`src/rtl/rf_pkg.sv`:
```
// Shared definitions for the parametrised register file.
// Holds the clear-sequencer state encoding.
package rf_pkg;

  localparam logic RF_IDLE  = 1'b0;
  localparam logic RF_CLEAR = 1'b1;

endpackage

```
`src/rtl/rf_clear_seq.sv`:
```
// Clear sequencer: sweeps every entry to zero after a clr_req pulse.
// Ports: clk, rst (async high), clr_req in; busy, clr_we, clr_addr out.
module rf_clear_seq
  import rf_pkg::*;
#(
  parameter int ADDR_W = 2
) (
  input  logic              clk,
  input  logic              rst,
  input  logic              clr_req,
  output logic              busy,
  output logic              clr_we,
  output logic [ADDR_W-1:0] clr_addr
);

  logic              state_q;
  logic              state_d;
  logic [ADDR_W-1:0] cnt_q;
  logic [ADDR_W-1:0] cnt_d;

  always_comb begin
    state_d = state_q;
    cnt_d   = cnt_q;
    case (state_q)
      RF_IDLE: begin
        if (clr_req) begin
          state_d = RF_CLEAR;
          cnt_d   = '0;
        end
      end
      RF_CLEAR: begin
        // counter wraps to 0 on the same edge that leaves CLEAR
        cnt_d = cnt_q + 1'b1;
        if (cnt_q == '1) begin
          state_d = RF_IDLE;
        end
      end
      default: begin
        state_d = RF_IDLE;
        cnt_d   = '0;
      end
    endcase
  end

  always_ff @(posedge clk or posedge rst) begin
    if (rst) begin
      state_q <= RF_IDLE;
      cnt_q   <= '0;
    end else begin
      state_q <= state_d;
      cnt_q   <= cnt_d;
    end
  end

  assign busy     = (state_q == RF_CLEAR);
  assign clr_we   = busy;
  assign clr_addr = cnt_q;

endmodule

```
`src/rtl/reg_file_param.sv`:
```
// Register file: 1 write port, 2 read ports, optional bypass,
// registered reads, hardwired zero entry and a clear sweep.
// Ports: clk, rst, we/waddr/wdata, raddr1/2 -> rdata1/2,
// clr_req in, busy out.
module reg_file_param
  import rf_pkg::*;
#(
  parameter int DATA_W   = 8,
  parameter int ADDR_W   = 2,
  parameter int REG_READ = 0,
  parameter int BYPASS   = 1,
  parameter int ZERO_REG = 0
) (
  input  logic              clk,
  input  logic              rst,
  input  logic              we,
  input  logic [ADDR_W-1:0] waddr,
  input  logic [DATA_W-1:0] wdata,
  input  logic [ADDR_W-1:0] raddr1,
  input  logic [ADDR_W-1:0] raddr2,
  output logic [DATA_W-1:0] rdata1,
  output logic [DATA_W-1:0] rdata2,
  input  logic              clr_req,
  output logic              busy
);

  localparam int DEPTH = 2 ** ADDR_W;

  logic [DATA_W-1:0] mem_q [DEPTH];
  logic              clr_we;
  logic [ADDR_W-1:0] clr_addr;
  logic              wr_acc;
  logic              wr_zero;
  logic [DATA_W-1:0] rd1_d;
  logic [DATA_W-1:0] rd2_d;

  rf_clear_seq #(
    .ADDR_W (ADDR_W)
  ) u_clr (
    .clk      (clk),
    .rst      (rst),
    .clr_req  (clr_req),
    .busy     (busy),
    .clr_we   (clr_we),
    .clr_addr (clr_addr)
  );

  // a clear request in IDLE beats a same-cycle write
  assign wr_zero = (ZERO_REG != 0) && (waddr == '0);
  assign wr_acc  = we && !busy && !clr_req && !wr_zero;

  always_ff @(posedge clk or posedge rst) begin
    if (rst) begin
      for (int i = 0; i < DEPTH; i++) begin
        mem_q[i] <= '0;
      end
    end else if (clr_we) begin
      mem_q[clr_addr] <= '0;
    end else if (wr_acc) begin
      mem_q[waddr] <= wdata;
    end
  end

  // zero entry takes priority over the bypass path
  always_comb begin
    rd1_d = mem_q[raddr1];
    if ((ZERO_REG != 0) && (raddr1 == '0)) begin
      rd1_d = '0;
    end else if ((BYPASS != 0) && wr_acc
                 && (waddr == raddr1)) begin
      rd1_d = wdata;
    end
  end

  always_comb begin
    rd2_d = mem_q[raddr2];
    if ((ZERO_REG != 0) && (raddr2 == '0)) begin
      rd2_d = '0;
    end else if ((BYPASS != 0) && wr_acc
                 && (waddr == raddr2)) begin
      rd2_d = wdata;
    end
  end

  generate
    if (REG_READ != 0) begin : g_reg
      logic [DATA_W-1:0] rd1_q;
      logic [DATA_W-1:0] rd2_q;

      always_ff @(posedge clk or posedge rst) begin
        if (rst) begin
          rd1_q <= '0;
          rd2_q <= '0;
        end else begin
          rd1_q <= rd1_d;
          rd2_q <= rd2_d;
        end
      end

      assign rdata1 = rd1_q;
      assign rdata2 = rd2_q;
    end else begin : g_comb
      assign rdata1 = rd1_d;
      assign rdata2 = rd2_d;
    end
  endgenerate

endmodule

```
`config.mk`:
```
export PLATFORM = sky130hd
export DESIGN_NAME = reg_file_param
export DESIGN_NICKNAME = d
export VERILOG_FILES = /design/src/rtl/rf_pkg.sv /design/src/rtl/rf_clear_seq.sv /design/src/rtl/reg_file_param.sv
export SDC_FILE = /design/constraint.sdc
export NUM_CORES = 1
export LEC_CHECK = 0
export ABC_CLOCK_PERIOD_IN_PS = 1800
export BUFFER_PORTS_ARGS = -buffer_cell sky130_fd_sc_hd__buf_2
export CORE_UTILIZATION = 55
export CTS_BUF_LIST = sky130_fd_sc_hd__clkbuf_8
export DETAILED_ROUTE_END_ITERATION = 10
export PLACE_DENSITY = 0.77
export SKIP_LAST_GASP = 1
export SLEW_MARGIN = 20
export SYNTH_ARGS = -nofsm -noshare
export SYNTH_HDL_FRONTEND = slang
export SYNTH_SLANG_ARGS = --single-unit
```
`constraint.sdc`:
```
create_clock -name clk -period 1.8 [get_ports clk]
set_input_delay 0.27 -clock clk [delete_from_list [all_inputs] [get_ports clk]]
set_output_delay 0.27 -clock clk [all_outputs]
set_load 0.05 [all_outputs]
```
==> impl_results.md <==
* Status: finished with violations
* Failing checks: negative setup slack
* Post-Synthesis Cells at 227
* Final Hold Viols at 0
* DP Area at 0.00284 sq mm
* Setup violations, final at 16
* Mapped Area at 0.00243 sq mm
* Period utilisation layout at 107%
* Cell internal pwr at 2.18 mW
* FMAX at 517 MHz
* Total power at 3.55 mW
* Drt pass-1 iters at 4
* CTS sink cnt at 35
* Die area at 0.00469 sq mm
* CP max stage cell: mux4_2
* Wire length per cell at 20.2 um
* CTS clock-pin slew for the worst setup and hold paths at 0.08 ns
* RePlAce Congestion at 0.886
* Max VDD drop at 0.985 mV
* Crit path arrival time at 1.66 ns
* Max-cap violations at 0
* Top-count cell post-synth: nand2_1
* Share of layout cells above drive strength 1 at 43.3%
* Top post-synthesis cells by area: dfrtp_1 36%, mux4_2 15%, mux2_2 7.9%, nand2_1 6.8%, o311ai_2 5.3%
* H-tree depth at 2
* Area leader, netlist: dfrtp_1
* Mapped Nets at 249
* Critical Path Start Type: flop
* Setup ws final at -0.133 ns
* Reg power frac at 30.2%
* Total Routed Length at 6.69 mm
* Main synth FF type: dfrtp_1
* DP HPWL at 4.53 mm
* Via-per-instance ratio at 6.17
* Sequential fraction of the synthesis area at 36.0%
* Syn-to-layout area delta at 30.7%
* CP Capture Type: output port
* Fin Hold WS at 0.232 ns
* Power Density at 1110 mW/mm^2
* Yosys warns at 0
* Die width at 68.5 um
* Final instance area at 0.00318 sq mm
* Post-route ant nets at 0
* Placeable Area at 0.00412 sq mm
* Psw at 1.37 mW
* Worst-Margin Slew at 0.453 ns
* Clock Tree Root: clkbuf_8
* Sw Ratio at 38.6%
* Setup slack, reg-to-reg at 0.08 ns
* Total vias in the final route at 2047
* Initial Utilization at 59.1%
* Antenna diodes at 0
* Post-synth EDFFs at 0
* Max_slew headroom at 69.6%
* Initial antenna violation count at 0
* Largest net degree at the start of global routing at 37
* First-pass GRT wire length at 10.4 mm
* CP max FO at 4
* CTS buffer count at 5
* Row count at 23
* P_leak at 1.41 nW
* CP peak stage delay at 0.48 ns
* CP cell instances: mux4_2, mux2_4, buf_6
* RSZ-0062 raised after global routing: true
* FILL cells at 257
* DR iter-0 viols at 178
* Min-Delay Path Class: in2reg
* Die Span Y at 68.5 um
* # nets final at 303
* Crit path time final at 1.93 ns
* Ports at 35
* Clock share of power at 24.4%
* Kind of critical path: reg2out
* Mean Syn Cell Area at 10.7 sq um
* Global-route usage over all layers at 32.6%
* Final Skew at 0.0156 ns
* DRC at 0
* Setup_tns at -1.55 ns
* Dpl ws at -0.169 ns
* Combinational share of power at 45.4%
* Clk_lat worst skew at 0.30 ns
* Port Buffer Count at 34
* Post-synthesis register bit count at 35
* Async SR Flop Fraction at 100%
* Share of the synthesized area in the top cell type at 36.0%
* Synth cell count leaders: 44 x nand2_1, 35 x dfrtp_1, 18 x inv_1, 17 x mux2_2
* Max-slew violations at 0
* Vias in the first global route at 2088
* Worst endpoint required time at 1.53 ns
* Maximum clock path buffer count at 2
* CTS tree: yes
* GRT overflow at 0
* Cell variety after synth at 32
power by group through the flow:
stage	logic, mW	registers [mW]	clock network, mW
3_3_place_gp	1.40	1.08	0
4_1_cts	1.59	1.07	0.863
3_5_place_dp	1.42	1.09	0
6_report	1.61	1.07	0.865
5_1_grt	1.72	1.09	0.889
2_1_floorplan	1.03	1.07	0
routing by layer:
| layer | track usage (%) | share of wire (%) |
|---|---|---|
| met5 | 0 | 0 |
| met4 | 19.8 | 3.9 |
| met3 | 6.58 | 8.0 |
| met2 | 53.7 | 52 |
| met1 | 39.2 | 36 |
path summary, 6_finish.rpt:
check	start	to	cells past startpoint
max	mem_q[29]$_DFFE_PP0P_	rdata1[5]	3
min	clr_req	u_clr.clr_addr[1]$_DFFE_PP0P_	2
max reg2reg	u_clr.busy$_DFF_PP0_	mem_q[27]$_DFFE_PP0P_	7
min reg2reg	mem_q[1]$_DFFE_PP0P_	mem_q[1]$_DFFE_PP0P_	2
max in group asynchronous	rst	mem_q[27]$_DFFE_PP0P_	4
min in group asynchronous	rst	u_clr.clr_addr[1]$_DFFE_PP0P_	3
critical path: cells and delay by family, from the launching register on:
family                 cells  cell delay, ns
muxes                      2            0.78
buffers and inverters      1            0.16
DFF                        1            0.42
area by class of cell:
type | instances | area [sq um] | share of cell area, %
multi-input cells | 157 | 1480 | 46.6
flip-flops and latches | 35 | 877 | 27.6
repair buffers | 64 | 561 | 17.6
clock buffers | 5 | 68.8 | 2.16
inverters | 18 | 67.6 | 2.12
clock inverters | 3 | 63.8 | 2.01
well taps | 50 | 62.6 | 1.97
state kept, by name (all words and copies together), names as in the netlist:
name            cells
u_clr.busy          1
u_clr.clr_addr      2
mem_q              32
placed cells by master (no fill, tap or decap), drive strengths merged, types with 4 or more instances in the layout:
master,count
o21ai,14
mux2,20
nor3b,6
nand3,16
o311ai,15
dfrtp,35
nand2,44
clkbuf,5
mux4,16
nor2b,4
buf,63
ha,4
xnor2,4
inv,19
logic make-up after synthesis:
logic type | after synthesis | synth area share (%)
multiplexers | 36 | 24.4
XOR/XNOR | 4 | 1.44
buffers and inverters | 35 | 6.79
AO/OA/AOI/OAI | 34 | 12.2
adder cells (fa/ha/maj) | 4 | 2.06
AND/OR/NAND/NOR | 79 | 17.2
flip-flops | 35 | 36.0
stage by stage:
stage / util (%) / instances
after floorplan: - / 227
after global placement: 69.1 / 314
after CTS: 76.2 / 328
after detailed placement: 69.1 / 314
final: 77.3 / 332
after global routing: 77.3 / 332
repair_timing:
item / CTS / global route
endpoints found under the setup margin: 16 / 40
endpoints found under the hold margin: 5 / 0
setup buffers: 5 / 4
pin swaps: 1 / 1
hold buffers: 1 / 0
resized for setup: 32 / 3
Note: power is estimated with default switching activity, not from simulation.
